--- config.mk ---
export PLATFORM = sky130hd
export DESIGN_NAME = phase_sequencer
export DESIGN_NICKNAME = d
export VERILOG_FILES = /design/src/rtl/phase_sequencer_pkg.sv /design/src/rtl/phase_sequencer_instr_latch.sv /design/src/rtl/phase_sequencer.sv
export SDC_FILE = /design/constraint.sdc
export NUM_CORES = 1
export LEC_CHECK = 0
export CAP_MARGIN = 20
export CORE_ASPECT_RATIO = 2
export CORE_MARGIN = 4
export CORE_UTILIZATION = 43
export CTS_CLUSTER_DIAMETER = 30
export DETAILED_ROUTE_END_ITERATION = 10
export PLACE_DENSITY = 0.86
export RECOVER_POWER = 100
export SYNTH_ARGS = -nofsm -noshare
export SYNTH_HDL_FRONTEND = slang
export SYNTH_SLANG_ARGS = --single-unit
--- constraint.sdc ---
create_clock -name clk -period 1.8 [get_ports clk]
set_input_delay 0.36 -clock clk [delete_from_list [all_inputs] [get_ports clk]]
set_output_delay 0.36 -clock clk [all_outputs]
set_load 0.02 [all_outputs]
--- src/rtl/phase_sequencer_pkg.sv ---
// ============================================================================
// Module      : phase_sequencer_pkg
// Description : Phase encoding and sequencer state type shared by the
//               sequencer and the datapath phase-decode muxes.
// Revision    : 1.0 - initial release
// ============================================================================
`default_nettype none

package phase_sequencer_pkg;

    localparam logic [2:0] c_PH_P0 = 3'd0;
    localparam logic [2:0] c_PH_P1 = 3'd1;
    localparam logic [2:0] c_PH_P2 = 3'd2;
    localparam logic [2:0] c_PH_P3 = 3'd3;
    localparam logic [2:0] c_PH_P4 = 3'd4;

    typedef enum logic [2:0] {
        ST_IDLE = 3'd0,
        ST_P0   = 3'd1,
        ST_P1   = 3'd2,
        ST_P2   = 3'd3,
        ST_P3   = 3'd4,
        ST_P4   = 3'd5,
        ST_HALT = 3'd6
    } state_t;

    // IDLE and HALT both report phase 0
    function automatic logic [2:0] phase_of(input state_t s);
        case (s)
            ST_P0:   return c_PH_P0;
            ST_P1:   return c_PH_P1;
            ST_P2:   return c_PH_P2;
            ST_P3:   return c_PH_P3;
            ST_P4:   return c_PH_P4;
            default: return c_PH_P0;
        endcase
    endfunction

endpackage

`default_nettype wire

--- src/rtl/phase_sequencer_instr_latch.sv ---
// ============================================================================
// Module      : instr_latch
// Description : Enabled instruction register with asynchronous clear.
// Revision    : 1.0 - initial release
// ============================================================================
`default_nettype none

module instr_latch #(
    parameter int DATA_W = 16
) (
    input  logic              clk,
    input  logic              rst,
    input  logic              i_en,
    input  logic [DATA_W-1:0] i_d,
    output logic [DATA_W-1:0] o_q
);

    logic [DATA_W-1:0] r_q;

    always_ff @(posedge clk or posedge rst) begin
        if (rst) begin
            r_q <= '0;
        end else if (i_en) begin
            r_q <= i_d;
        end
    end

    assign o_q = r_q;

endmodule

`default_nettype wire

--- src/rtl/phase_sequencer.sv ---
// ============================================================================
// Module      : phase_sequencer
// Description : Five-phase instruction sequencer owning the shared RAM port,
//               with run / single-step / halt control.
// Revision    : 1.0 - initial release
// ============================================================================
`default_nettype none

module phase_sequencer
    import phase_sequencer_pkg::*;
#(
    parameter int DATA_W = 16
) (
    input  logic              clk,
    input  logic              reset,
    input  logic              run,
    input  logic              step,
    input  logic              is_hlt,
    input  logic              is_load,
    input  logic              is_store,
    input  logic [DATA_W-1:0] ram_out,
    output logic [2:0]        phase,
    output logic              busy,
    output logic              addr_sel,
    output logic              ram_we,
    output logic [DATA_W-1:0] past_instr,
    output logic              ir_we,
    output logic              rf_we,
    output logic              pc_we,
    output logic              halted,
    output logic [15:0]       instr_count
);

    state_t      r_state;
    state_t      w_state_nxt;
    logic        r_is_step;
    logic        r_halt_pending;
    logic        r_halted;
    logic [15:0] r_instr_count;
    logic        w_start;
    logic        w_unused;

    // A load needs no strobe of its own: selecting the data address in P3 starts the read
    assign w_unused = is_load;

    assign w_start = (r_state == ST_IDLE) && (run || step) && !r_halted;

    always_ff @(posedge clk or posedge reset) begin
        if (reset) begin
            r_state <= ST_IDLE;
        end else begin
            r_state <= w_state_nxt;
        end
    end

    always_comb begin
        w_state_nxt = r_state;
        case (r_state)
            ST_IDLE: if (w_start) w_state_nxt = ST_P0;
            ST_P0:   w_state_nxt = ST_P1;
            ST_P1:   w_state_nxt = ST_P2;
            ST_P2:   w_state_nxt = ST_P3;
            ST_P3:   w_state_nxt = ST_P4;
            ST_P4: begin
                if (r_halt_pending)         w_state_nxt = ST_HALT;
                else if (run && !r_is_step) w_state_nxt = ST_P0;
                else                        w_state_nxt = ST_IDLE;
            end
            ST_HALT: w_state_nxt = ST_HALT;
            default: w_state_nxt = ST_IDLE;
        endcase
    end

    // Per-instruction bookkeeping; a step with run also high counts as run
    always_ff @(posedge clk or posedge reset) begin
        if (reset) begin
            r_is_step      <= 1'b0;
            r_halt_pending <= 1'b0;
            r_halted       <= 1'b0;
            r_instr_count  <= 16'd0;
        end else begin
            if (w_start) begin
                r_is_step      <= step && !run;
                r_halt_pending <= 1'b0;
            end
            if (r_state == ST_P2 && is_hlt) begin
                r_halt_pending <= 1'b1;
            end
            if (r_state == ST_P4) begin
                r_instr_count <= r_instr_count + 16'd1;
                if (r_halt_pending) begin
                    r_halted <= 1'b1;
                end
            end
        end
    end

    always_comb begin
        phase    = phase_of(r_state);
        busy     = 1'b0;
        addr_sel = 1'b0;
        ram_we   = 1'b0;
        ir_we    = 1'b0;
        rf_we    = 1'b0;
        pc_we    = 1'b0;
        case (r_state)
            ST_P0: busy = 1'b1;
            ST_P1: begin
                busy  = 1'b1;
                ir_we = 1'b1;
            end
            ST_P2: busy = 1'b1;
            ST_P3: begin
                busy     = 1'b1;
                addr_sel = 1'b1;
                ram_we   = is_store;
            end
            ST_P4: begin
                busy  = 1'b1;
                rf_we = !is_store && !is_hlt;
                pc_we = 1'b1;
            end
            default: ;
        endcase
    end

    instr_latch #(
        .DATA_W (DATA_W)
    ) u_instr_latch (
        .clk  (clk),
        .rst  (reset),
        .i_en (ir_we),
        .i_d  (ram_out),
        .o_q  (past_instr)
    );

    assign halted      = r_halted;
    assign instr_count = r_instr_count;

endmodule

`default_nettype wire

Word-level counts from Yosys, hierarchy flattened

Index checks and enable logic that the tools add are counted.

Input port bits: 23
Output and inout bits: 42
Logic and storage cells: 43
Flip-flop bits (word level): 38

Equal/unequal tests: 7
Multiplexer cells: 13
Reductions and logical operators: 16
$add $sub $neg: 1

Operator list:

| operator                                            | count |
|---|---|
| case mux 3 bit (7 select lines)                     | 1 |
| adder 16 x 1 -> 16 bit, second input constant       | 1 |
| case mux 3 bit (4 select lines)                     | 1 |
| equality test 3 bit, second input constant          | 3 |
| 2-to-1 mux 1 bit                                    | 9 |
| equality test 3 x 2 -> 1 bit, second input constant | 2 |
| logical AND 1 bit                                   | 6 |
| 2-to-1 mux 3 bit                                    | 2 |
| zero test 1 bit                                     | 5 |
| OR reduction 5 bit                                  | 1 |
| equality test 3 x 1 -> 1 bit, second input constant | 1 |
| zero test 3 bit                                     | 1 |
| != test 2 bit, second input constant                | 1 |
| AND reduction 2 bit                                 | 1 |
| nonzero test 2 bit                                  | 1 |
| logical OR 1 bit                                    | 1 |

Logic depth before layout (Yosys ltp)

Word-level depth: 5
Depth in mapped cells: 6

Modules after synthesis

From an unflattened synthesis, not the netlist that was laid out.

Cells, all modules: 136
Area total of the unflattened synthesis: 1717.9 um^2

By module, submodules not included:

| module          | area each (um^2) | times used | cells an instance |
|---|---|---|---|
| phase_sequencer | 1064.8           | 1          | 101 |
| instr_latch     | 653.1            | 1          | 35 |

Worst setup path before layout

Ideal clock, no wire load.

Kind: reg-to-output
From: register r_state[1]
To: output port rf_we
Arrival time: 1.542 ns
Stages on the path, launching flop included: 6
Buffers on the path: 2
Path slack: -0.102 ns
Path through: dfrtp_1 buf_4 inv_1 and3_1 buf_2 nor3b_1

Word-level cells in the longest chain between the ends: 2

Ends and longest elaborated chain:

| item                   | line                   | RTL |
|---|---|---|
| from (decl)            | phase_sequencer.sv:34  | `state_t r_state;` |
| from (signal assigned) | phase_sequencer.sv:52  | `r_state <= w_state_nxt;` |
| equality test 3 bit    | phase_sequencer.sv:106 | `case (r_state)` |
| 2-to-1 mux 1 bit       | phase_sequencer.sv:106 |  |
| to (decl)              | phase_sequencer.sv:28  | `output logic rf_we,` |

No other way between the ends.

Worst setup path in the final report

From: register r_state[0]
To: output port phase[1]

Word-level cells in the longest chain between the ends: 2
Elaborated cells between the ends (all ways): 5
Those cells by class: eq/ne (4); mux (1)

Ends and longest elaborated chain:

| item                                                                | line                      | RTL |
|---|---|---|
| equality test 3 bit or equality test 3 x 2 -> 1 bit (tied branches) | phase_sequencer_pkg.sv:29 | `case (s)` |
| case mux 3 bit (4 select lines) *                                   | phase_sequencer_pkg.sv:29 |  |
| to (decl)                                                           | phase_sequencer.sv:22     | `output logic [2:0] phase,` |

Every way passes the cells marked *; elsewhere a longest branch is shown, timed or not.

==> impl_metrics.csv <==
group,metric,value,unit
outcome,status,"complete, no violations",
drt,drc_errors,0,
yosys,synthesis.nets,158,
drt,num_vias,1307,
floorplan,die_h,95.95,um
yosys,async_reset_ff_share,100.0,%
power,power,4.085,mW
power,netSwitchingFraction,36.35,%
drt,drt_pass1_iterations,4,
critical_path,critPathBufInv,2,
layout,layout-drive-gt1-share,25.93,%
critical_path,worstPathCellList,"inv_1 > or3_4 > nand2_1 > buf_2",
critical_path,arrival,1.39,ns
sta,skew,0.003869,ns
critical_path,critPathKind,"flop to primary output",
yosys,synth-seq-cells,38,
sta,final-setup-viol-count,0,
sta,finalHoldViolCount,0,
layout,final_cell_mix,"clkdlybuf4s50_1 (53), dfrtp_1 (38), mux2_2 (17), buf_4 (17), nand2_1 (12)",
floorplan,fp.dieW,51.97,um
drt,drtIter0Drc,16,
yosys,synth_cells,134,
drt,wl_met3,182,um
drt,wl_per_cell,14.79,um
power,p_per_area,1616,nW/um2
flow_run,drv_cap,0,
sta,period_needed,1.748,ns
clock_tree,clkLatencyLatePin,0.28,ns
clock_tree,clkTransAtPathRegs,0.07,ns
yosys,ys_seq_area_share,57.19,%
yosys,netlist_area,1663,um2
critical_path,path_delay_family,"simple AND/OR/NAND/NOR gates",
min_path,hold_path_class,"flop to flop",
critical_path,critical_path.max_stage_delay,0.43,ns
drt,drt-total-wl,3.919,mm
power,p_comb_share,50.6,%
drt,drt-met1-wl,1.289,mm
placement,port_buffers,63,
global_route,grt_max_degree,39,
critical_path,cp.required,1.44,ns
clock_tree,root_buffer,"clkbuf_8",
power,p_leak,1.172,nW
global_route,grt_pass1_vias,1402,
critical_path,crit_fanout,5,
yosys,yosys_warnings,0,
yosys,synth_top_area_share,57.19,%
yosys,yosys.area.top_type,"dfrtp_1",
floorplan,core_area,3685,um2
sta,fmax,0.5721,GHz
layout,num-fill-cells,276,
floorplan,rows,31,
critical_path,endpoint_kind,"primary output",
placement,place_congestion,0.7505,
power,seqPwrFrac,33.2,%
global_route,grt_usage,16.71,%
sta,worst_slew_pin_slew,0.9034,ns
placement,dp_hpwl,3.138,mm
drt,wl_met2,2.333,mm
sta,holdWs,0.4803,ns
power,p_switching,1.485,mW
yosys,synth_edf_count,0,
critical_path,cp-start-kind,"flop",
clock_tree,cts_tree,"yes",
yosys,synth.area.top_cells,"dfrtp_1 (57%), mux2_2 (12%), xnor2_1 (5.3%)",
layout,antennaDiodeCount,0,
clock_tree,h-tree-depth,2,
clock_tree,clockBufferDepth,2,
layout,fin_util,68.62,%
drt,highest_layer,"met4",
sta,finalCritPeriodShare,97.11,%
global_route,antenna_found_initial,0,
floorplan,fp.dieArea,4986,um2
global_route,grt_pass1_wl,6.099,mm
power,peakVddDrop,1.170,mV
drt,antenna_left,0,
placement,place_area,2432,um2
sta,relSlewSlack,39.77,%
layout,final_area,2529,um2
layout,fin_nets,239,
layout,area_growth_syn_to_layout,52.07,%
sta,rsz0062_at_grt,"true",
sta,finalMaxSlewViolations,0,
clock_tree,clock_sinks,38,
floorplan,initial_core_util,45.13,%
global_route,grt_overflow,0,
yosys,avgSynthCellArea,12.41,um2
drt,vias_per_cell,4.932,
power,intPower,2.600,mW
floorplan,ios,65,
power,p_clk_share,16.2,%
clock_tree,numCtsBuffers,5,
yosys,synth_cell_types,28,
yosys,synthFlopType,"dfrtp_1",
layout,final_common_cell,"clkdlybuf4s50_1",
critical_path,cpMaxStageDelayCell,"dfrtp_1",
## synthesized netlist by cell type, types with 3 or more instances
master	count
dfrtp_1	38
mux2_2	17
nand2_1	12
xnor2_1	10
inv_1	7
and3_1	5
nor2_1	5
xor2_1	5
a21oi_1	4
nand4_1	4
o21ai_0	4
buf_4	3
## kinds of logic (layout without fill, tap and decap cells)
kind of cell	after synthesis	after routing	share of synthesized area, %
xor gates and xnor gates	15	15	7.900
and+or+nand+nor	39	39	14.75
muxes	17	17	11.51
adders and majority gates	1	1	0.7523
DFF	38	38	57.19
AOI/OAI and AO/OA	12	12	4.365
buffers and inverters	12	94	3.537
## worst paths after layout
path,from,end,slack [ns],cells past startpoint
max,r_state[0],phase[1],0.05,4
min,instr_count[15],instr_count[15],0.48,1
max reg2reg,r_state[1],instr_count[9],0.21,6
min reg2reg,instr_count[15],instr_count[15],0.48,1
max in group asynchronous,reset,instr_count[3],0.45,3
min in group asynchronous,reset,u_instr_latch.o_q[6],0.79,3
## sequential cells by signal, summed over array words and instances, names as in the netlist
signal             cells
instr_count           16
u_instr_latch.o_q     16
r_halt_pending         1
r_is_step              1
halted                 1
r_state                3
## layer usage
metal	GRT usage (%)	up-vias
met4	8.972	0
li1	-	619
met3	3.721	8
met1	15.84	641
met2	31.62	39
met5	0	-
## metrics by stage
step	setup TNS (ns)	setup slack [ns]	instances
2_1_floorplan	0	0.09099	134
5_1_grt	-0.02392	-0.01649	265
6_report	0	0.05206	265
3_5_place_dp	-0.5703	-0.2138	255
4_1_cts	0	0.001533	264
3_3_place_gp	-0.4255	-0.1602	255
## layout make-up
class                   count  area, um2  share of cell area, %
clock buffers               8      110.1                  4.354
well taps                  49      61.31                  2.425
repair buffers             79      711.9                  28.15
multi-input cells          84      668.1                  26.42
flip-flops and latches     38      950.9                  37.61
inverters                   7      26.28                  1.039
## power by group through the flow
stage	sequential (mW)	clock, mW	combinational [mW]
2_1_floorplan	1.64	0	0.823
3_3_place_gp	1.35	0	2.06
3_5_place_dp	1.38	0	2.11
4_1_cts	1.36	0.686	2.07
5_1_grt	1.40	0.711	2.21
6_report	1.36	0.662	2.07
## what timing repair did
item	CTS	global route
hold buffers	0	0
gates cloned	0	0
pin swaps	0	0
endpoints found under the setup margin	9	8
resized for setup	22	11
buffers inserted	1	1
No activity file was read; power rests on OpenSTA's default activity.
